<file path="config.mk">
export PLATFORM = sky130hd
export DESIGN_NAME = vga_scan_timing_flat
export DESIGN_NICKNAME = d
export VERILOG_FILES = /design/src/rtl/vga_scan_timing_pkg.sv /design/src/rtl/vga_scan_timing_if.sv /design/src/rtl/vga_pipe_delay.sv /design/src/rtl/vga_scan_timing.sv /design/src/flat_wrapper.sv
export SDC_FILE = /design/constraint.sdc
export NUM_CORES = 1
export LEC_CHECK = 0
export BUFFER_PORTS_ARGS = -buffer_cell sky130_fd_sc_hd__buf_2
export CAP_MARGIN = 30
export CORE_MARGIN = 5
export CORE_UTILIZATION = 48
export DETAILED_ROUTE_END_ITERATION = 12
export HOLD_SLACK_MARGIN = 0.1
export PLACE_DENSITY = 0.74
export SYNTH_ARGS = -nofsm -noshare
export SYNTH_HDL_FRONTEND = slang
export SYNTH_HIERARCHICAL = 1
export SYNTH_SLANG_ARGS = --single-unit
</file>
<file path="constraint.sdc">
create_clock -name clk_vga -period 1.95 [get_ports clk_vga]
set_input_delay 0.39 -clock clk_vga [delete_from_list [all_inputs] [get_ports clk_vga]]
set_output_delay 0.39 -clock clk_vga [all_outputs]
set_load 0.05 [all_outputs]
</file>
<file path="src/rtl/vga_scan_timing_pkg.sv">
// ---------------------------------------------------------------------------
// vga_timing_pkg
// Shared constants and types for the VGA scan timing block: the default
// 640x480@60 raster geometry, counter widths, the RRRGGGBB pixel layout and
// the bundle of control signals that travels down the alignment delay line.
// No ports (package).
// ---------------------------------------------------------------------------
package vga_timing_pkg;

    localparam int H_ACTIVE = 640;
    localparam int H_FP     = 16;
    localparam int H_SYNC   = 96;
    localparam int H_BP     = 48;
    localparam int H_TOTAL  = H_ACTIVE + H_FP + H_SYNC + H_BP;

    localparam int V_ACTIVE = 480;
    localparam int V_FP     = 10;
    localparam int V_SYNC   = 2;
    localparam int V_BP     = 33;
    localparam int V_TOTAL  = V_ACTIVE + V_FP + V_SYNC + V_BP;

    localparam int HCW = 10;
    localparam int VCW = 10;

    typedef struct packed {
        logic [2:0] r;
        logic [2:0] g;
        logic [1:0] b;
    } rgb332_t;

    // Control bits that must stay aligned with the colour pins.
    typedef struct packed {
        logic blank;
        logic hsync;
        logic vsync;
    } vga_ctrl_t;

endpackage

</file>
<file path="src/rtl/vga_scan_timing_if.sv">
// ---------------------------------------------------------------------------
// vga_scan_timing_if
// Bundles the room-map handshake (CurrentX/CurrentY/frame_start out, mapData
// back) together with the VGA pin group driven by the timing generator.
//   master : timing generator side (drives coordinates and pins, reads mapData)
//   slave  : room module / display side (drives mapData, reads the rest)
// ---------------------------------------------------------------------------
interface vga_scan_timing_if;

    logic [7:0] mapData;
    logic [9:0] CurrentX;
    logic [8:0] CurrentY;
    logic       frame_start;
    logic [2:0] vga_r;
    logic [2:0] vga_g;
    logic [1:0] vga_b;
    logic       hsync;
    logic       vsync;
    logic       blank;

    modport master (
        input  mapData,
        output CurrentX, CurrentY, frame_start,
        output vga_r, vga_g, vga_b, hsync, vsync, blank
    );

    modport slave (
        output mapData,
        input  CurrentX, CurrentY, frame_start,
        input  vga_r, vga_g, vga_b, hsync, vsync, blank
    );

endinterface

</file>
<file path="src/rtl/vga_pipe_delay.sv">
// ---------------------------------------------------------------------------
// vga_pipe_delay
// Fixed-depth shift register with a synchronous active-low clear that loads
// every stage with RST_VAL. Used to hold blank/hsync/vsync back until the
// room module's colour data catches up.
//   clk_i   : clock
//   rst_ni  : synchronous active-low clear
//   data_i  : value entering the line
//   data_o  : value DEPTH clocks later
// ---------------------------------------------------------------------------
module vga_pipe_delay #(
    parameter int               WIDTH   = 3,
    parameter int               DEPTH   = 2,
    parameter logic [WIDTH-1:0] RST_VAL = '0
) (
    input  logic             clk_i,
    input  logic             rst_ni,
    input  logic [WIDTH-1:0] data_i,
    output logic [WIDTH-1:0] data_o
);

    logic [WIDTH-1:0] stage_q [DEPTH];

    // Clearing every stage means no stale sync pulse leaks out after reset.
    always_ff @(posedge clk_i) begin
        if (!rst_ni) begin
            for (int i = 0; i < DEPTH; i++) begin
                stage_q[i] <= RST_VAL;
            end
        end else begin
            stage_q[0] <= data_i;
            for (int i = 1; i < DEPTH; i++) begin
                stage_q[i] <= stage_q[i-1];
            end
        end
    end

    assign data_o = stage_q[DEPTH-1];

endmodule

</file>
<file path="src/rtl/vga_scan_timing.sv">
// ---------------------------------------------------------------------------
// vga_scan_timing
// Raster generator for the room map blocks. Runs the horizontal/vertical
// counters, publishes the active-area coordinate one clock later, accepts the
// room module's colour byte MAP_DLY clocks after that and registers it onto
// the RRRGGGBB pins, forced to 0 outside the active area. Sync and blank are
// delayed so that counter-to-pin latency is 2+MAP_DLY for everything.
//   clk_vga : 25 MHz pixel clock
//   rst_n   : synchronous active-low reset
//   bus     : master side of vga_scan_timing_if (mapData in; CurrentX,
//             CurrentY, frame_start, vga_r/g/b, hsync, vsync, blank out)
// ---------------------------------------------------------------------------
module vga_scan_timing #(
    parameter int H_ACTIVE = vga_timing_pkg::H_ACTIVE,
    parameter int H_FP     = vga_timing_pkg::H_FP,
    parameter int H_SYNC   = vga_timing_pkg::H_SYNC,
    parameter int H_BP     = vga_timing_pkg::H_BP,
    parameter int V_ACTIVE = vga_timing_pkg::V_ACTIVE,
    parameter int V_FP     = vga_timing_pkg::V_FP,
    parameter int V_SYNC   = vga_timing_pkg::V_SYNC,
    parameter int V_BP     = vga_timing_pkg::V_BP,
    parameter int MAP_DLY  = 1,
    parameter bit SYNC_POL = 1'b0
) (
    input  logic               clk_vga,
    input  logic               rst_n,
    vga_scan_timing_if.master  bus
);

    import vga_timing_pkg::*;

    localparam logic [HCW-1:0] H_ACT_END  = HCW'(H_ACTIVE);
    localparam logic [HCW-1:0] H_SYNC_BEG = HCW'(H_ACTIVE + H_FP);
    localparam logic [HCW-1:0] H_SYNC_END = HCW'(H_ACTIVE + H_FP + H_SYNC);
    localparam logic [HCW-1:0] H_LAST     = HCW'(H_ACTIVE + H_FP + H_SYNC + H_BP - 1);
    localparam logic [VCW-1:0] V_ACT_END  = VCW'(V_ACTIVE);
    localparam logic [VCW-1:0] V_SYNC_BEG = VCW'(V_ACTIVE + V_FP);
    localparam logic [VCW-1:0] V_SYNC_END = VCW'(V_ACTIVE + V_FP + V_SYNC);
    localparam logic [VCW-1:0] V_LAST     = VCW'(V_ACTIVE + V_FP + V_SYNC + V_BP - 1);

    // The line holds control until mapData for the same pixel is present;
    // the final output register adds the last clock alongside the colour.
    localparam int PIPE_DEPTH = 1 + MAP_DLY;
    localparam vga_ctrl_t CTRL_IDLE = vga_ctrl_t'({1'b1, ~SYNC_POL, ~SYNC_POL});

    logic [HCW-1:0] hcnt_q, hcnt_d;
    logic [VCW-1:0] vcnt_q, vcnt_d;
    logic [9:0]     curX_q;
    logic [8:0]     curY_q;
    logic           frameStart_q;
    vga_ctrl_t      ctrlStage0, ctrlAligned, ctrl_q;
    rgb332_t        rgb_q;
    logic           act;

    // Next raster position: vcnt only moves on the hcnt wrap, and both
    // wrap together at the last pixel of the frame.
    always_comb begin
        hcnt_d = hcnt_q + 1'b1;
        vcnt_d = vcnt_q;
        if (hcnt_q == H_LAST) begin
            hcnt_d = '0;
            vcnt_d = (vcnt_q == V_LAST) ? '0 : vcnt_q + 1'b1;
        end
    end

    // Stage-0 decode of the current counter state.
    always_comb begin
        act              = (hcnt_q < H_ACT_END) && (vcnt_q < V_ACT_END);
        ctrlStage0.blank = ~act;
        ctrlStage0.hsync = ((hcnt_q >= H_SYNC_BEG) && (hcnt_q < H_SYNC_END)) ? SYNC_POL : ~SYNC_POL;
        ctrlStage0.vsync = ((vcnt_q >= V_SYNC_BEG) && (vcnt_q < V_SYNC_END)) ? SYNC_POL : ~SYNC_POL;
    end

    // Counters and the coordinate handed to the room modules.
    always_ff @(posedge clk_vga) begin
        if (!rst_n) begin
            hcnt_q       <= '0;
            vcnt_q       <= '0;
            curX_q       <= '0;
            curY_q       <= '0;
            frameStart_q <= 1'b0;
        end else begin
            hcnt_q       <= hcnt_d;
            vcnt_q       <= vcnt_d;
            curX_q       <= act ? hcnt_q : '0;
            curY_q       <= act ? vcnt_q[8:0] : '0;
            frameStart_q <= (hcnt_q == '0) && (vcnt_q == '0);
        end
    end

    vga_pipe_delay #(
        .WIDTH   ($bits(vga_ctrl_t)),
        .DEPTH   (PIPE_DEPTH),
        .RST_VAL (CTRL_IDLE)
    ) u_ctrl_delay (
        .clk_i  (clk_vga),
        .rst_ni (rst_n),
        .data_i (ctrlStage0),
        .data_o (ctrlAligned)
    );

    // Pin register: colour is gated by the blank bit that belongs to the
    // same pixel, so mapData outside the active area never reaches the pins.
    always_ff @(posedge clk_vga) begin
        if (!rst_n) begin
            ctrl_q <= CTRL_IDLE;
            rgb_q  <= '0;
        end else begin
            ctrl_q <= ctrlAligned;
            rgb_q  <= ctrlAligned.blank ? '0 : rgb332_t'(bus.mapData);
        end
    end

    assign bus.CurrentX    = curX_q;
    assign bus.CurrentY    = curY_q;
    assign bus.frame_start = frameStart_q;
    assign bus.vga_r       = rgb_q.r;
    assign bus.vga_g       = rgb_q.g;
    assign bus.vga_b       = rgb_q.b;
    assign bus.blank       = ctrl_q.blank;
    assign bus.hsync       = ctrl_q.hsync;
    assign bus.vsync       = ctrl_q.vsync;

endmodule

</file>
<file path="src/flat_wrapper.sv">
// flat-port wrapper written by rule: the top's interface ports become plain ports
module vga_scan_timing_flat import vga_timing_pkg::*;
#(
    parameter int H_ACTIVE = vga_timing_pkg::H_ACTIVE,
    parameter int H_FP     = vga_timing_pkg::H_FP,
    parameter int H_SYNC   = vga_timing_pkg::H_SYNC,
    parameter int H_BP     = vga_timing_pkg::H_BP,
    parameter int V_ACTIVE = vga_timing_pkg::V_ACTIVE,
    parameter int V_FP     = vga_timing_pkg::V_FP,
    parameter int V_SYNC   = vga_timing_pkg::V_SYNC,
    parameter int V_BP     = vga_timing_pkg::V_BP,
    parameter int MAP_DLY  = 1,
    parameter bit SYNC_POL = 1'b0
)
  (clk_vga, rst_n, bus_mapData, bus_CurrentX, bus_CurrentY, bus_frame_start, bus_vga_r, bus_vga_g, bus_vga_b, bus_hsync, bus_vsync, bus_blank);
  vga_scan_timing_if bus_i ();
  input  logic clk_vga;
  input  logic rst_n;
  input wire logic [$bits(bus_i.mapData)-1:0] bus_mapData;
  output wire logic [$bits(bus_i.CurrentX)-1:0] bus_CurrentX;
  output wire logic [$bits(bus_i.CurrentY)-1:0] bus_CurrentY;
  output wire logic [$bits(bus_i.frame_start)-1:0] bus_frame_start;
  output wire logic [$bits(bus_i.vga_r)-1:0] bus_vga_r;
  output wire logic [$bits(bus_i.vga_g)-1:0] bus_vga_g;
  output wire logic [$bits(bus_i.vga_b)-1:0] bus_vga_b;
  output wire logic [$bits(bus_i.hsync)-1:0] bus_hsync;
  output wire logic [$bits(bus_i.vsync)-1:0] bus_vsync;
  output wire logic [$bits(bus_i.blank)-1:0] bus_blank;
  assign bus_i.mapData = bus_mapData;
  assign bus_CurrentX = bus_i.CurrentX;
  assign bus_CurrentY = bus_i.CurrentY;
  assign bus_frame_start = bus_i.frame_start;
  assign bus_vga_r = bus_i.vga_r;
  assign bus_vga_g = bus_i.vga_g;
  assign bus_vga_b = bus_i.vga_b;
  assign bus_hsync = bus_i.hsync;
  assign bus_vsync = bus_i.vsync;
  assign bus_blank = bus_i.blank;
  vga_scan_timing #(.H_ACTIVE(H_ACTIVE), .H_FP(H_FP), .H_SYNC(H_SYNC), .H_BP(H_BP), .V_ACTIVE(V_ACTIVE), .V_FP(V_FP), .V_SYNC(V_SYNC), .V_BP(V_BP), .MAP_DLY(MAP_DLY), .SYNC_POL(SYNC_POL)) u_core (.clk_vga(clk_vga), .rst_n(rst_n), .bus(bus_i));
endmodule
</file>
After elaboration in Yosys (flattened, before gate mapping)
Memories as Yosys holds them, arrays and structs flattened.
Index checks and enable logic that the tools add are counted.

word-level totals
  bits in registers = 51
  latch bits = 0
  RAM bits = 6
  ROM bits = 0
  input bits = 10
  output and inout bits = 31
  logic and storage cells = 42
  memories = 1

cells by class
  add/subtract/negate cells = 2
  multipliers = 0
  divide/modulo/power cells = 0
  magnitude comparators = 6
  equal/unequal tests = 2
  shift operators = 0
  multiplexer cells = 7
  bitwise operators = 4
  reduce and logical (&&, ||, !) cells = 9

memories
  memory                       words  bits a word  read ports  clocked after Yosys merged registers in  wr ports  RTL line              text
  u_core.u_ctrl_delay.stage_q  2      3            2           0                                        2         vga_pipe_delay.sv:22  logic [WIDTH-1:0] stage_q [DEPTH];

operators by type and width
  cell                                                  count
  adder 10 x 1 -> 10 bit, second input constant         2
  equality test 10 bit, second input constant           2
  logical NOT 10 bit                                    2
  < comparator 10 bit, second input constant            2
  < comparator 10 x 9 -> 1 bit, second input constant   2
  >= comparator 10 bit, second input constant           1
  >= comparator 10 x 9 -> 1 bit, second input constant  1
  2-to-1 mux 10 bit                                     1
  2-to-1 mux 3 bit                                      2
  logical AND 1 bit                                     4
  2-to-1 mux 1 bit                                      4
  OR reduction 2 bit                                    2
  NOT 1 bit                                             2
  bitwise OR 1 bit                                      2
  AND reduction 2 bit                                   1

Logic depth before layout (Yosys ltp)
Gate-level depths: netlist of run 1.

  depth in word-level cells = 4
  depth in mapped cells = 6

Modules after synthesis
Netlist of run 1, hierarchy kept.

modules (own cells, without submodules)
  module           instances  cells each  area each (um2)  sequential area each (um2)
  vga_scan_timing  1          197         1921.8           1021.0
  vga_pipe_delay   1          15          180.2            120.1

Worst setup path after synthesis of run 1
Ideal clock, no wire load.

  path type = register -> register
  start = register u_core.hcnt_q[0]
  end = register u_core.vcnt_q[7]
  library setup time = 0.070 ns
  arrival = 1.777 ns
  setup slack = 0.103 ns
  cell stages (with the launch flop) = 6
  buffers on the path = 0
  period minus slack after synthesis = 1.847 ns
  path through = dfxtp_1 > ha_1 > nand3b_4 > or4_1 > or3_1 > a21oi_1

between the ends
  cells in the longest elaborated chain, start to end = 1

ends and longest elaborated chain
  element                   RTL line               text
  start: declaration        vga_scan_timing.sv:46  logic [HCW-1:0] hcnt_q, hcnt_d;
  start signal: assignment  vga_scan_timing.sv:83  hcnt_q <= hcnt_d;
  equality test 10 bit      vga_scan_timing.sv:60  if (hcnt_q == H_LAST) begin
  end signal: assignment    vga_scan_timing.sv:84  vcnt_q <= vcnt_d;
  end: declaration          vga_scan_timing.sv:47  logic [VCW-1:0] vcnt_q, vcnt_d;

Every way passes these cells.
A chain may end at the register's enable or synchronous reset.

Final worst setup path of run 1
  start = register u_core.hcnt_q[1]
  end = register u_core.vcnt_q[7]

The elaborated chain is that of the path after synthesis.

==> results of run 1 <==
[synth_stat cells, drive strengths merged, types with 5 or more instances]
library cell  number  area share
and2              29       0.086
buf                6       0.021
clkbuf             7       0.013
dfxtp             57        0.54
inv                6       0.011
nand2             12       0.021
nand2b             8       0.024
nand3              7       0.017
nor2              17       0.030
nor3               6       0.014
nor4               7       0.024
or3                5       0.017
xnor2              9       0.038
[cell families (layout without fill, tap and decap cells)]
family / after synthesis / count (layout) / synth area share
buffers and inverters: 19 / 77 / 0.0440
AND/OR/NAND/NOR: 108 / 108 / 0.296
multiplexers: 2 / 2 / 0.00952
AO/OA/AOI/OAI: 10 / 10 / 0.0333
flip-flops: 57 / 57 / 0.543
adder cells (fa/ha/maj): 4 / 4 / 0.0238
XOR/XNOR: 12 / 12 / 0.0500
[area by class of cell]
cell class              count  area (µm²)  share of cell area
well taps                  52        65.1              0.0247
clock inverters             2        35.0              0.0133
flip-flops and latches     57        1140               0.434
inverters                   6        22.5             0.00855
repair buffers             56         320               0.122
multi-input cells         136         871               0.330
clock buffers              13         179              0.0679
[sequential cells by signal, summed over array words and instances, names as in the netlist, 2 cells and up]
signal                       cells
u_core/bus.CurrentX             10
u_core/hcnt_q                   10
u_core/vcnt_q                   10
u_core/bus.CurrentY              9
u_core/u_ctrl_delay/stage_q      6
u_core/bus.vga_g                 3
u_core/bus.vga_r                 3
u_core/bus.vga_b                 2
[power by group through the flow]
stage | Combinational [mW] | Clock [mW] | Sequential (mW)
after global placement | 0.108 | 0 | 1.21
final | 0.108 | 1.14 | 1.19
after global routing | 0.118 | 1.23 | 1.19
after detailed placement | 0.108 | 0 | 1.22
after floorplan | 0.0350 | 0 | 1.25
after CTS | 0.109 | 1.17 | 1.19
[timing repair]
| item | in CTS | in global routing |
|---|---|---|
| endpoints found under the setup margin | 0 | 1 |
| hold buffers | 0 | 0 |
| resized for setup | 0 | 2 |
[layout by cell type (no fill, tap or decap), types with 6 or more instances in the layout]
| cell type | n |
|---|---|
| clkbuf_8 | 13 |
| nor3_1 | 6 |
| and2_1 | 29 |
| buf_4 | 16 |
| nor2_1 | 17 |
| buf_2 | 40 |
| dfxtp_1 | 56 |
| inv_1 | 6 |
| xnor2_1 | 9 |
| nand3_1 | 7 |
| nor4_1 | 6 |
| nand2_1 | 12 |
| nand2b_1 | 8 |
[per-stage QoR]
step           area, µm²  hold slack, ns  setup slack [ns]
2_1_floorplan       2100           0.386             0.103
3_3_place_gp        2420           0.390             0.148
3_5_place_dp        2420           0.396             0.101
4_1_cts             2630           0.241            0.0771
5_1_grt             2640           0.252            0.0187
6_report            2640           0.258             0.101
[how the worst max path moves through the flow]
stage	cells past startpoint	end	slack [ns]
after global routing	5	u_core/vcnt_q[7]	0.02
after global placement	5	u_core/vcnt_q[9]	0.15
after floorplan	5	u_core/vcnt_q[7]	0.10
final	5	u_core/vcnt_q[7]	0.10
after CTS	5	u_core/vcnt_q[7]	0.08
after detailed placement	5	u_core/vcnt_q[7]	0.10
[metal layers]
metal	share of wire	GRT usage	up-vias
met2	0.45	0.221	42
met4	0.035	0.108	0
met3	0.070	0.0556	12
met5	0	0	-
li1	-	-	803
met1	0.44	0.170	699
[critical path: stages, from the launching register on]
cell and delay, ns:
dfxtp_1 0.38, ha_2 0.23, nand3b_4 0.08, or4_1 0.58
or3_1 0.34, a21oi_1 0.16
==> out/metrics.yaml, run 1 <==
gp_congestion: 0.866
die_w_um: 76.2
cp-startpoint: "u_core/hcnt_q[1]"
drt_iter0_markers: 80
fp-row-count: 24
start_util: 0.490
ys.flop_type: "dfxtp_1"
rr_worst_depth: 5
syn_to_final_growth_pct: 25.4
cts_tree: "yes"
filler_cell_count: 352
drt_wl_total_um: 3940
r2r_slack_ns: 0.10
core_region_area_um2: 4290
die_height_um: 76.2
numPortBuffers: 40
hold_path_end: "u_core/bus.vga_r[2]"
grt_pass1_wl_um: 6780
start_kind: "flip-flop"
ir_drop_mv: 0.365
dr.pass1.iters: 4
cts-root-buf: "clkbuf_8"
hold_depth: 2
wire_per_inst_um: 12.2
finalCritPeriodShare: 0.948
power.density_nw_per_um2: 924
r2r-start: "u_core/hcnt_q[1]"
clkSinkCount: 57
final_hold_viol_count: 0
crit_fanout: 5
cp.required_ns: 2.20
cts_buffers: 9
worst_pin_slew_ns: 0.431
hp-start: "bus_mapData[7]"
setup_tns_ns: 0
finalMaxSlewViolations: 0
hold_class: "in2reg"
grt_overflow_total: 0
finalCriticalPeriod_ns: 1.85
finalNonFillerCells: 322
final_core_util: 0.614
timing.rr.end: "u_core/vcnt_q[7]"
netlist_instances: 212
power_switching_mw: 0.498
synth_area_per_cell_um2: 9.92
switching_share: 0.205
seqPwrFrac: 0.489
leakage_nw: 1.16
synth_cell_types: 34
viasPerCell: 4.83
slew_headroom: 0.710
postRouteAntennaNets: 0
netlist_area_um2: 2100
intPower_mw: 1.94
maxCapViolations: 0
setup_viol_count_final: 0
postCtsSetupBuffers: 0
synthArstFlopShare: 0
finClkSkew_ns: 0.00630
via_count: 1556
cp-end-kind: "flip-flop"
power.share.clock: 0.467
p_comb_frac: 0.044
syn_nets: 226
drive_above_1_share: 0.289
htree_levels: 3
clock_path_buffers: 2
post-route-drc-count: 0
synth_seq_area_share: 0.543
rsz0062_at_grt: "false"
cp.arrival_ns: 2.10
dp_hpwl_um: 2830
ios: 41
ys_seq_elements: 57
die_area_um2: 5800
yosysWarnings: 6
place_inst: 307
critPathKind: "reg2reg"
clock.fmax_mhz: 541
first_global_vias: 1463
status: "finished clean"
grt_usage: 0.147
nets: 280
clk_pin_slew_ns: 0.06
p_total_mw: 2.44
antenna_found_initial: 0
grt_max_degree: 20
synth-edff-count: 0
insertedDiodeCount: 0
clock_latency_ns: 0.33
(Power assumes the default switching activity.)
==> run 2: changes to the inputs <==
--- a/config.mk
+++ b/config.mk
@@ -7,7 +7,7 @@
 export LEC_CHECK = 0
 export BUFFER_PORTS_ARGS = -buffer_cell sky130_fd_sc_hd__buf_2
 export CAP_MARGIN = 30
-export CORE_MARGIN = 5
+export CORE_MARGIN = 2
 export CORE_UTILIZATION = 48
 export DETAILED_ROUTE_END_ITERATION = 12
 export HOLD_SLACK_MARGIN = 0.1
==> out/metrics.yaml, run 2 (same netlist as run 1, synthesis figures left out) <==
grt_max_degree: 20
final_common_cell: "dfxtp_1"
finalCritPeriodShare: 0.957
leakage_nw: 1.15
wire_per_inst_um: 12.3
postPlaceCellArea_um2: 2410
finalMaxSlewViolations: 0
cp-end-kind: "flip-flop"
drt_wl_total_um: 3960
postCtsHoldBufs: 0
postCtsSetupBuffers: 0
post-route-drc-count: 0
maxCapViolations: 0
numPortBuffers: 40
start_kind: "flip-flop"
ios: 41
p_total_mw: 2.37
fin_ws_ns: 0.0841
die_w_um: 70.2
dpl_worst_slack_ns: 0.0196
r2r-start: "u_core/hcnt_q[1]"
cts_buffers: 9
die_height_um: 70.2
final_hold_viol_count: 0
final_cell_mix: "dfxtp_1 (57), buf_2 (40), and2_1 (29)"
first_global_vias: 1444
finClkSkew_ns: 0.00636
final_core_util: 0.610
timing.rr.end: "u_core/vcnt_q[7]"
rr_worst_depth: 5
gp_congestion: 0.841
setup_tns_ns: 0
hold_path_end: "u_core/bus.vga_b[1]"
slew_headroom: 0.710
fp-row-count: 24
clock_path_buffers: 2
antenna_found_initial: 0
drive_above_1_share: 0.279
grt_usage: 0.172
ir_drop_mv: 0.339
clock.fmax_mhz: 536
die_area_um2: 4920
dr.pass1.iters: 4
hold_class: "in2reg"
hp-start: "bus_mapData[1]"
status: "finished clean"
r2r_slack_ns: 0.08
clock_latency_ns: 0.33
setup_viol_count_final: 0
power.density_nw_per_um2: 907
drt_iter0_markers: 96
nets: 279
cts-root-buf: "clkbuf_8"
finalCriticalPeriod_ns: 1.87
worst_pin_slew_ns: 0.431
crit_fanout: 5
rsz0062_at_grt: "false"
core_region_area_um2: 4290
via_count: 1548
syn_to_final_growth_pct: 24.5
postRouteAntennaNets: 0
design_area_um2: 2620
start_util: 0.490
clkSinkCount: 57
cp.arrival_ns: 2.13
critPathKind: "reg2reg"
grt_overflow_total: 0
insertedDiodeCount: 0
grt_pass1_wl_um: 6420
viasPerCell: 4.82
clk_pin_slew_ns: 0.06
hold_depth: 2
htree_levels: 3
dp_hpwl_um: 2700
cts_tree: "yes"
cp.required_ns: 2.22
run 2: cell types whose count changed in the layout (fill, tap and decap cells not counted), sizes merged:
cell | previous run | this run
clkinv | 1 | 2
clkbuf | 13 | 12
buf | 56 | 55
run 2: area by class of cell:
type                    count  area (µm²)
inverters                   6        22.5
fillers                   367        1680
clock inverters             3        40.0
multi-input cells         136         881
repair buffers             55         313
clock buffers              12         155
flip-flops and latches     57        1140
well taps                  52        65.1
run 2: worst max-delay path, stage by stage, from the launching register on:
cell and delay [ns]:
dfxtp_1 0.44, ha_4 0.21, nand3b_4 0.09, or4_1 0.59, or3_1 0.33, a21oi_1 0.14
run 2: timing repair:
| action | in CTS | in global routing |
|---|---|---|
| resized for setup | 1 | 1 |
| hold endpoints to repair | 0 | 0 |
| endpoints found under the setup margin | 2 | 2 |
| cloned | 0 | 0 |
run 2: how the worst max path moves through the flow:
stage	from	end
after floorplan	u_core/hcnt_q[0]	u_core/vcnt_q[7]
after global placement	u_core/hcnt_q[1]	u_core/vcnt_q[9]
after detailed placement	u_core/hcnt_q[1]	u_core/vcnt_q[9]
after CTS	u_core/hcnt_q[1]	u_core/vcnt_q[9]
after global routing	u_core/hcnt_q[1]	u_core/vcnt_q[7]
final	u_core/hcnt_q[1]	u_core/vcnt_q[7]
run 2: report_power, final:
group	leakage [nW]	internal, mW	switching, mW
sequential	0.462	1.18	0.00886
clock	0.102	0.648	0.424
combinational	0.583	0.0368	0.0746
run 2: through the flow:
stage	hold slack, ns	instances
global placement	0.389	306
floorplan	0.386	212
global route	0.255	321
detailed placement	0.392	306
CTS	0.246	321
finish	0.257	321
run 2: metal layers:
| layer | share of wire | track usage | vias up | routed length (µm) |
|---|---|---|---|---|
| li1 | - | - | 801 | - |
| met3 | 0.056 | 0.0693 | 6 | 223 |
| met4 | 0.016 | 0.0897 | 0 | 63 |
| met1 | 0.45 | 0.197 | 703 | 1790 |
| met2 | 0.48 | 0.275 | 38 | 1890 |
| met5 | 0 | 0 | - | 0 |
